$ cat src/rtl/fetch_if.sv
// Fetch-stage bus bundle: instruction-memory port, decode handshake and execute redirect.
// The master side is the fetch unit; the slave side is its environment (memory, decode, execute).
interface fetch_if #(
    parameter int ADDR_W = 12
);
    logic [ADDR_W-1:0] imem_addr;
    logic [31:0]       imem_instr;
    logic              out_valid;
    logic              out_ready;
    logic [31:0]       out_instr;
    logic [31:0]       out_pc;
    logic              out_misaligned;
    logic              redirect_valid;
    logic [31:0]       redirect_pc;

    modport master (
        output imem_addr, out_valid, out_instr, out_pc, out_misaligned,
        input  imem_instr, out_ready, redirect_valid, redirect_pc
    );

    modport slave (
        input  imem_addr, out_valid, out_instr, out_pc, out_misaligned,
        output imem_instr, out_ready, redirect_valid, redirect_pc
    );
endinterface

$ cat src/rtl/fetch_unit.sv
// Instruction-fetch stage: owns the PC, addresses a synchronous-read memory, and pairs each
// returned word with its PC over a valid/ready handshake. Redirects from execute take priority.
module fetch_unit #(
    parameter logic [31:0] RESET_PC = 32'h0000_0000,
    parameter int          ADDR_W   = 12
) (
    input  logic        clk,
    input  logic        reset,
    fetch_if.master     bus,
    output logic [31:0] fetch_count_o,
    output logic [31:0] stall_count_o
);
    logic [31:0] fpc_q, fpc_d;
    logic [31:0] pc_q, pc_d;
    logic        v_q, v_d;
    logic [31:0] fetch_count_q, fetch_count_d;
    logic [31:0] stall_count_q, stall_count_d;
    logic        advance;

    assign advance = !v_q || bus.out_ready;

    // On a stall the held PC is re-addressed so the registered memory output repeats the same word.
    always_comb begin
        fpc_d         = fpc_q;
        pc_d          = pc_q;
        v_d           = v_q;
        bus.imem_addr = pc_q[ADDR_W+1:2];
        if (bus.redirect_valid) begin
            pc_d          = bus.redirect_pc;
            fpc_d         = bus.redirect_pc + 32'd4;
            v_d           = 1'b1;
            bus.imem_addr = bus.redirect_pc[ADDR_W+1:2];
        end else if (advance) begin
            pc_d          = fpc_q;
            fpc_d         = fpc_q + 32'd4;
            v_d           = 1'b1;
            bus.imem_addr = fpc_q[ADDR_W+1:2];
        end
    end

    // A handshake coinciding with a redirect is discarded, so it is not counted.
    always_comb begin
        fetch_count_d = fetch_count_q;
        stall_count_d = stall_count_q;
        if (v_q && bus.out_ready && !bus.redirect_valid) fetch_count_d = fetch_count_q + 32'd1;
        if (v_q && !bus.out_ready)                      stall_count_d = stall_count_q + 32'd1;
    end

    // NOTE: sequential state uses non-blocking assignments so every register samples pre-edge values.
    always_ff @(posedge clk or posedge reset) begin
        if (reset) begin
            fpc_q         <= RESET_PC;
            pc_q          <= RESET_PC;
            v_q           <= 1'b0;
            fetch_count_q <= 32'd0;
            stall_count_q <= 32'd0;
        end else begin
            fpc_q         <= fpc_d;
            pc_q          <= pc_d;
            v_q           <= v_d;
            fetch_count_q <= fetch_count_d;
            stall_count_q <= stall_count_d;
        end
    end

    assign bus.out_valid      = v_q;
    assign bus.out_pc         = pc_q;
    assign bus.out_instr      = bus.imem_instr;
    assign bus.out_misaligned = v_q && (pc_q[1:0] != 2'b00);
    assign fetch_count_o      = fetch_count_q;
    assign stall_count_o      = stall_count_q;
endmodule

$ cat src/flat_wrapper.sv
// flat-port wrapper written by rule: the top's interface ports become plain ports
module fetch_unit_flat 
#(
    parameter logic [31:0] RESET_PC = 32'h0000_0000,
    parameter int          ADDR_W   = 12
)
  (clk, reset, fetch_count_o, stall_count_o, bus_imem_addr, bus_out_valid, bus_out_instr, bus_out_pc, bus_out_misaligned, bus_imem_instr, bus_out_ready, bus_redirect_valid, bus_redirect_pc);
  fetch_if #(.ADDR_W(ADDR_W)) bus_i ();
  input  logic clk;
  input  logic reset;
  output logic [31:0] fetch_count_o;
  output logic [31:0] stall_count_o;
  output wire logic [$bits(bus_i.imem_addr)-1:0] bus_imem_addr;
  output wire logic [$bits(bus_i.out_valid)-1:0] bus_out_valid;
  output wire logic [$bits(bus_i.out_instr)-1:0] bus_out_instr;
  output wire logic [$bits(bus_i.out_pc)-1:0] bus_out_pc;
  output wire logic [$bits(bus_i.out_misaligned)-1:0] bus_out_misaligned;
  input wire logic [$bits(bus_i.imem_instr)-1:0] bus_imem_instr;
  input wire logic [$bits(bus_i.out_ready)-1:0] bus_out_ready;
  input wire logic [$bits(bus_i.redirect_valid)-1:0] bus_redirect_valid;
  input wire logic [$bits(bus_i.redirect_pc)-1:0] bus_redirect_pc;
  assign bus_imem_addr = bus_i.imem_addr;
  assign bus_out_valid = bus_i.out_valid;
  assign bus_out_instr = bus_i.out_instr;
  assign bus_out_pc = bus_i.out_pc;
  assign bus_out_misaligned = bus_i.out_misaligned;
  assign bus_i.imem_instr = bus_imem_instr;
  assign bus_i.out_ready = bus_out_ready;
  assign bus_i.redirect_valid = bus_redirect_valid;
  assign bus_i.redirect_pc = bus_redirect_pc;
  fetch_unit #(.RESET_PC(RESET_PC), .ADDR_W(ADDR_W)) u_core (.clk(clk), .reset(reset), .bus(bus_i), .fetch_count_o(fetch_count_o), .stall_count_o(stall_count_o));
endmodule
$ cat config.mk
export PLATFORM = sky130hd
export DESIGN_NAME = fetch_unit_flat
export DESIGN_NICKNAME = d
export VERILOG_FILES = /design/src/rtl/fetch_if.sv /design/src/rtl/fetch_unit.sv /design/src/flat_wrapper.sv
export SDC_FILE = /design/constraint.sdc
export NUM_CORES = 1
export LEC_CHECK = 0
export ABC_AREA = 1
export BUFFER_PORTS_ARGS = -buffer_cell sky130_fd_sc_hd__buf_4
export CAP_MARGIN = 20
export CORE_ASPECT_RATIO = 1.2
export CORE_UTILIZATION = 45
export CTS_CLUSTER_DIAMETER = 100
export DETAILED_ROUTE_END_ITERATION = 8
export PLACE_DENSITY = 0.71
export SLEW_MARGIN = 30
export SYNTH_ARGS = -nofsm -noshare
export SYNTH_HDL_FRONTEND = slang
export SYNTH_SLANG_ARGS = --single-unit
export TNS_END_PERCENT = 10
$ cat constraint.sdc
create_clock -name clk -period 5 [get_ports clk]
set_input_delay 0.75 -clock clk [delete_from_list [all_inputs] [get_ports clk]]
set_output_delay 0.75 -clock clk [all_outputs]
set_load 0.02 [all_outputs]
==> results.txt <==
The arrival time of the worst setup path came out at 2530 ps. The final non-filler cell area came out at 0.00906 mm^2. The routed layout has around 6500 vias.

TritonCTS built the clock tree. The power per cell area came out at ~350 mW/mm^2. The flow ran to the end, and the final reports show no timing, DRC or antenna violations. The remaining global-route overflow came out at 0. The post-detailed-routing wire length came out at 17.9 mm. The number of max-capacitance violations reported is 0. The worst voltage drop across the vdd grid came out at about 0.17 mV.

The initial antenna violation count is 0. The overall die height came out at 143 um. Summed over all failing endpoints, the final setup total negative slack is 0 ps. Compared with the post-synthesis result, the final layout area differs by 22.4%. The total global-route track usage is 0.227.

The count of filler cells inserted in the layout is 1576. The critical path is of the reg2out type. The count of synthesis-stage warnings from yosys came out at 0. The final antenna-violating net count is 0. From left edge to right edge, the die measures roughly 120 um. The number of buffers added by the clock tree synthesis step came out at 17. After clock tree synthesis, the flow added hold-fix buffers numbering 0. The utilization after layout is 0.561.

The type of destination of the critical path is a primary output. The top flip-flop cell by instance count after synthesis is sky130_fd_sc_hd__dfrtp_1. The initial core utilization is 0.459.

The final layout contains roughly 1200 nets. The share of async-settable or async-resettable flops after synthesis is 1.00. The count of input and output buffers is around 150.

The number of max-slew violations in the final report was 0. The half-perimeter wire length after detailed placement came out at 13.1 mm. The post-CTS setup buffer count came out at 0. After synthesis the netlist holds a flip-flop and latch count of roughly 130. The cell class contributing the biggest share of worst-path delay is buffers and inverters. Post-CTS repair changed the size of 0 cells.

The share of power burned in combinational logic came out at 0.178. At the pin with the least slew margin, the transition time is just over 800 ps. In the final layout, the share of cells above drive strength 1 is 0.221. The DRC violation count after routing came out at 0. The number of nets produced by synthesis is approximately 1100. The cell type with the largest total area after synthesis is sky130_fd_sc_hd__dfrtp_1.

The total iterations of the first detailed-routing run came out at 5. Based on the critical path, the design can be clocked at up to between 300 and 400 MHz. The maximum number of pins on one net before global-route repair is between 80 and 90. Setup violations remaining at the end of the flow were counted as 0. Hold is met by 401 ps.

The floorplan die area came out at 0.0170 mm^2. The root buffer cell is sky130_fd_sc_hd__clkbuf_16. Using the TritonRoute via totals, the vias-per-cell ratio works out to between 4 and 5. The final setup skew came out at 10.1 ps.

The final period demand of the worst path is roughly 3300 ps. The final weighted congestion in routability-driven placement is between 0.8 and 0.9. The share of synthesized area in the top cell type comes to 0.436. STA puts the critical path data required time at around 4300 ps. During I/O placement, the number of pins put on the boundary was 210. The cell-internal power came out at ~2.2 mW. The largest stage delay on the critical path came out at 650 ps.

The min-delay analysis places its worst path in the category in2async. The number of distinct library cell variants in the gate-level netlist after synthesis is 38. The global-route wire length before repair came out at approximately 30 mm. The share of the Yosys chip area taken by registers is 0.436. The leakage power of the design came out at 4.47 nW. On the critical path, the stage with the largest delay is an instance of sky130_fd_sc_hd__buf_4. The clock latency on the worst-skew pair came out at 430 ps. The cell area after placement came out at about 0.0084 mm^2. The worst setup path is launched from a flop. The number of global-route vias before repair came out at just over 6000. The synthesized area per cell came out at 7.51 um^2. The worst pin sits at a relative slew slack of 0.451. The final hold violation count was 0. Of the total power, the share spent switching nets is 0.289.

The area of the placeable core is ~0.016 mm^2. The area of the mapped netlist came out at between 0.007 and 0.008 mm^2. The DRC violation total after the first TritonRoute iteration came out at 370. The diode insertion count for antenna repair is 0. The H-tree generated during clock tree synthesis spans 4 levels.

The signal on the critical path passes through inv_2 -> nor2_4 -> inv_2 -> nor2_4 -> buf_4 -> nand2_1 -> o21ai_0 -> buf_4. The clock slew at the register clock pins of the worst setup and hold paths came out at ~60 ps. The highest fanout seen on the critical path is 88. The clock net sink count came out at about 130. The net switching power figure came out at between 0.9 and 1 mW. Setup repair after global routing left no endpoint under its margin. Summing internal, switching and leakage power gives 3.14 mW. The share of power burned in the clock network came out at 0.433.

The number of buffers and inverters on the critical path is 4. The clock passes through at most 2 buffers. The number of instances in the synthesized netlist is 986. The floorplan has 51 rows.

After synthesis, the cell types taking the most area are sky130_fd_sc_hd__dfrtp_1, sky130_fd_sc_hd__nand2_1, sky130_fd_sc_hd__nor2_1, sky130_fd_sc_hd__inv_1, sky130_fd_sc_hd__nand3_1. In the final routed layout, each cell accounts on average for 13.5 um. The share of power burned in registers came out at 0.389. The share of the cycle needed by the critical path after routing is 0.656. The number of flops mapped to enable cells by yosys is 0.
## synth_stat cells, types with 15 or more instances
cell,instances
sky130_fd_sc_hd__inv_1,82
sky130_fd_sc_hd__o21ai_0,26
sky130_fd_sc_hd__nand2_2,22
sky130_fd_sc_hd__nor2_2,15
sky130_fd_sc_hd__dfrtp_1,129
sky130_fd_sc_hd__nor3_1,16
sky130_fd_sc_hd__nor2_1,130
sky130_fd_sc_hd__nand2_1,321
sky130_fd_sc_hd__nand3_1,57
sky130_fd_sc_hd__nand4_1,18
sky130_fd_sc_hd__xor2_1,28
sky130_fd_sc_hd__buf_4,33
sky130_fd_sc_hd__xnor2_1,22
## final timing paths
check	from	to	slack [ps]	depth (start not counted)
hold reg to reg	u_core.fpc_q[0]	u_core.fpc_q[0]	470	2
min in group clk	u_core.fpc_q[0]	u_core.fpc_q[0]	470	2
max in group asynchronous	reset	u_core.fetch_count_o[4]	3620	3
setup / recovery	u_core.bus.out_valid	bus_imem_addr[9]	1720	8
hold / removal	reset	u_core.bus.out_pc[8]	400	2
setup reg to reg	u_core.bus.out_valid	u_core.fpc_q[28]	2770	8
## metal layers
metal,track usage,vias up,share of wire
met5,0,-,0
met1,0.279,3005,0.44
met4,0.0919,0,0.017
met2,0.378,151,0.49
li1,-,3300,-
met3,0.0597,24,0.053
## cell usage in the layout, fill, tap and decap left out, types with 3 or more instances in the layout
| master | n |
|---|---|
| sky130_fd_sc_hd__a21oi_1 | 4 |
| sky130_fd_sc_hd__and2_1 | 3 |
| sky130_fd_sc_hd__buf_4 | 149 |
| sky130_fd_sc_hd__bufinv_16 | 4 |
| sky130_fd_sc_hd__clkbuf_16 | 17 |
| sky130_fd_sc_hd__clkbuf_8 | 3 |
| sky130_fd_sc_hd__clkinv_4 | 3 |
| sky130_fd_sc_hd__dfrtp_1 | 129 |
| sky130_fd_sc_hd__ha_1 | 3 |
| sky130_fd_sc_hd__inv_1 | 81 |
| sky130_fd_sc_hd__inv_2 | 5 |
| sky130_fd_sc_hd__nand2_1 | 321 |
| sky130_fd_sc_hd__nand2_2 | 22 |
| sky130_fd_sc_hd__nand3_1 | 57 |
| sky130_fd_sc_hd__nand3b_1 | 8 |
| sky130_fd_sc_hd__nand4_1 | 18 |
| sky130_fd_sc_hd__nor2_1 | 130 |
| sky130_fd_sc_hd__nor2_2 | 15 |
| sky130_fd_sc_hd__nor2_4 | 9 |
| sky130_fd_sc_hd__nor3_1 | 16 |
| sky130_fd_sc_hd__o211ai_1 | 3 |
| sky130_fd_sc_hd__o21ai_0 | 26 |
| sky130_fd_sc_hd__o21ai_1 | 11 |
| sky130_fd_sc_hd__o21ai_2 | 10 |
| sky130_fd_sc_hd__xnor2_1 | 22 |
| sky130_fd_sc_hd__xor2_1 | 28 |
## state kept, by name, indices dropped and copies added, names as in the netlist
| register | count |
|---|---|
| u_core.bus.out_pc | 32 |
| u_core.bus.out_valid | 1 |
| u_core.fetch_count_o | 32 |
| u_core.fpc_q | 32 |
| u_core.stall_count_o | 32 |
## final cells by class
type,count,area [um^2],area share
Clock buffer,20,467,0.0515
Timing Repair Buffer,149,1120,0.123
Multi-Input combinational cell,718,3470,0.383
Inverter,88,333,0.0367
Clock inverter,12,180,0.0199
Sequential cell,129,3230,0.356
Tap cell,212,265,0.0293
## cells by family after synthesis
kind of cell	share of synthesized area
and+or+nand+nor	0.358
AOI/OAI and AO/OA	0.0461
buffers and inverters	0.0953
DFF	0.436
xor gates and xnor gates	0.0592
adders and majority gates	0.00507
other	0.000507
## power by group through the flow
stage	registers, mW	logic (mW)	clock network [mW]
finish	1.22	0.558	1.36
floorplan	1.31	0.303	0
global placement	1.24	0.558	0
global route	1.24	0.617	1.43
detailed placement	1.24	0.565	0
CTS	1.22	0.568	1.38
## per-stage QoR
step | std cells | worst slack, ps
finish | 1328 | 1720
global route | 1328 | 1400
CTS | 1328 | 1700
detailed placement | 1296 | 1740
global placement | 1296 | 1790
floorplan | 986 | 809
Power figures use the tool's default switching activity.
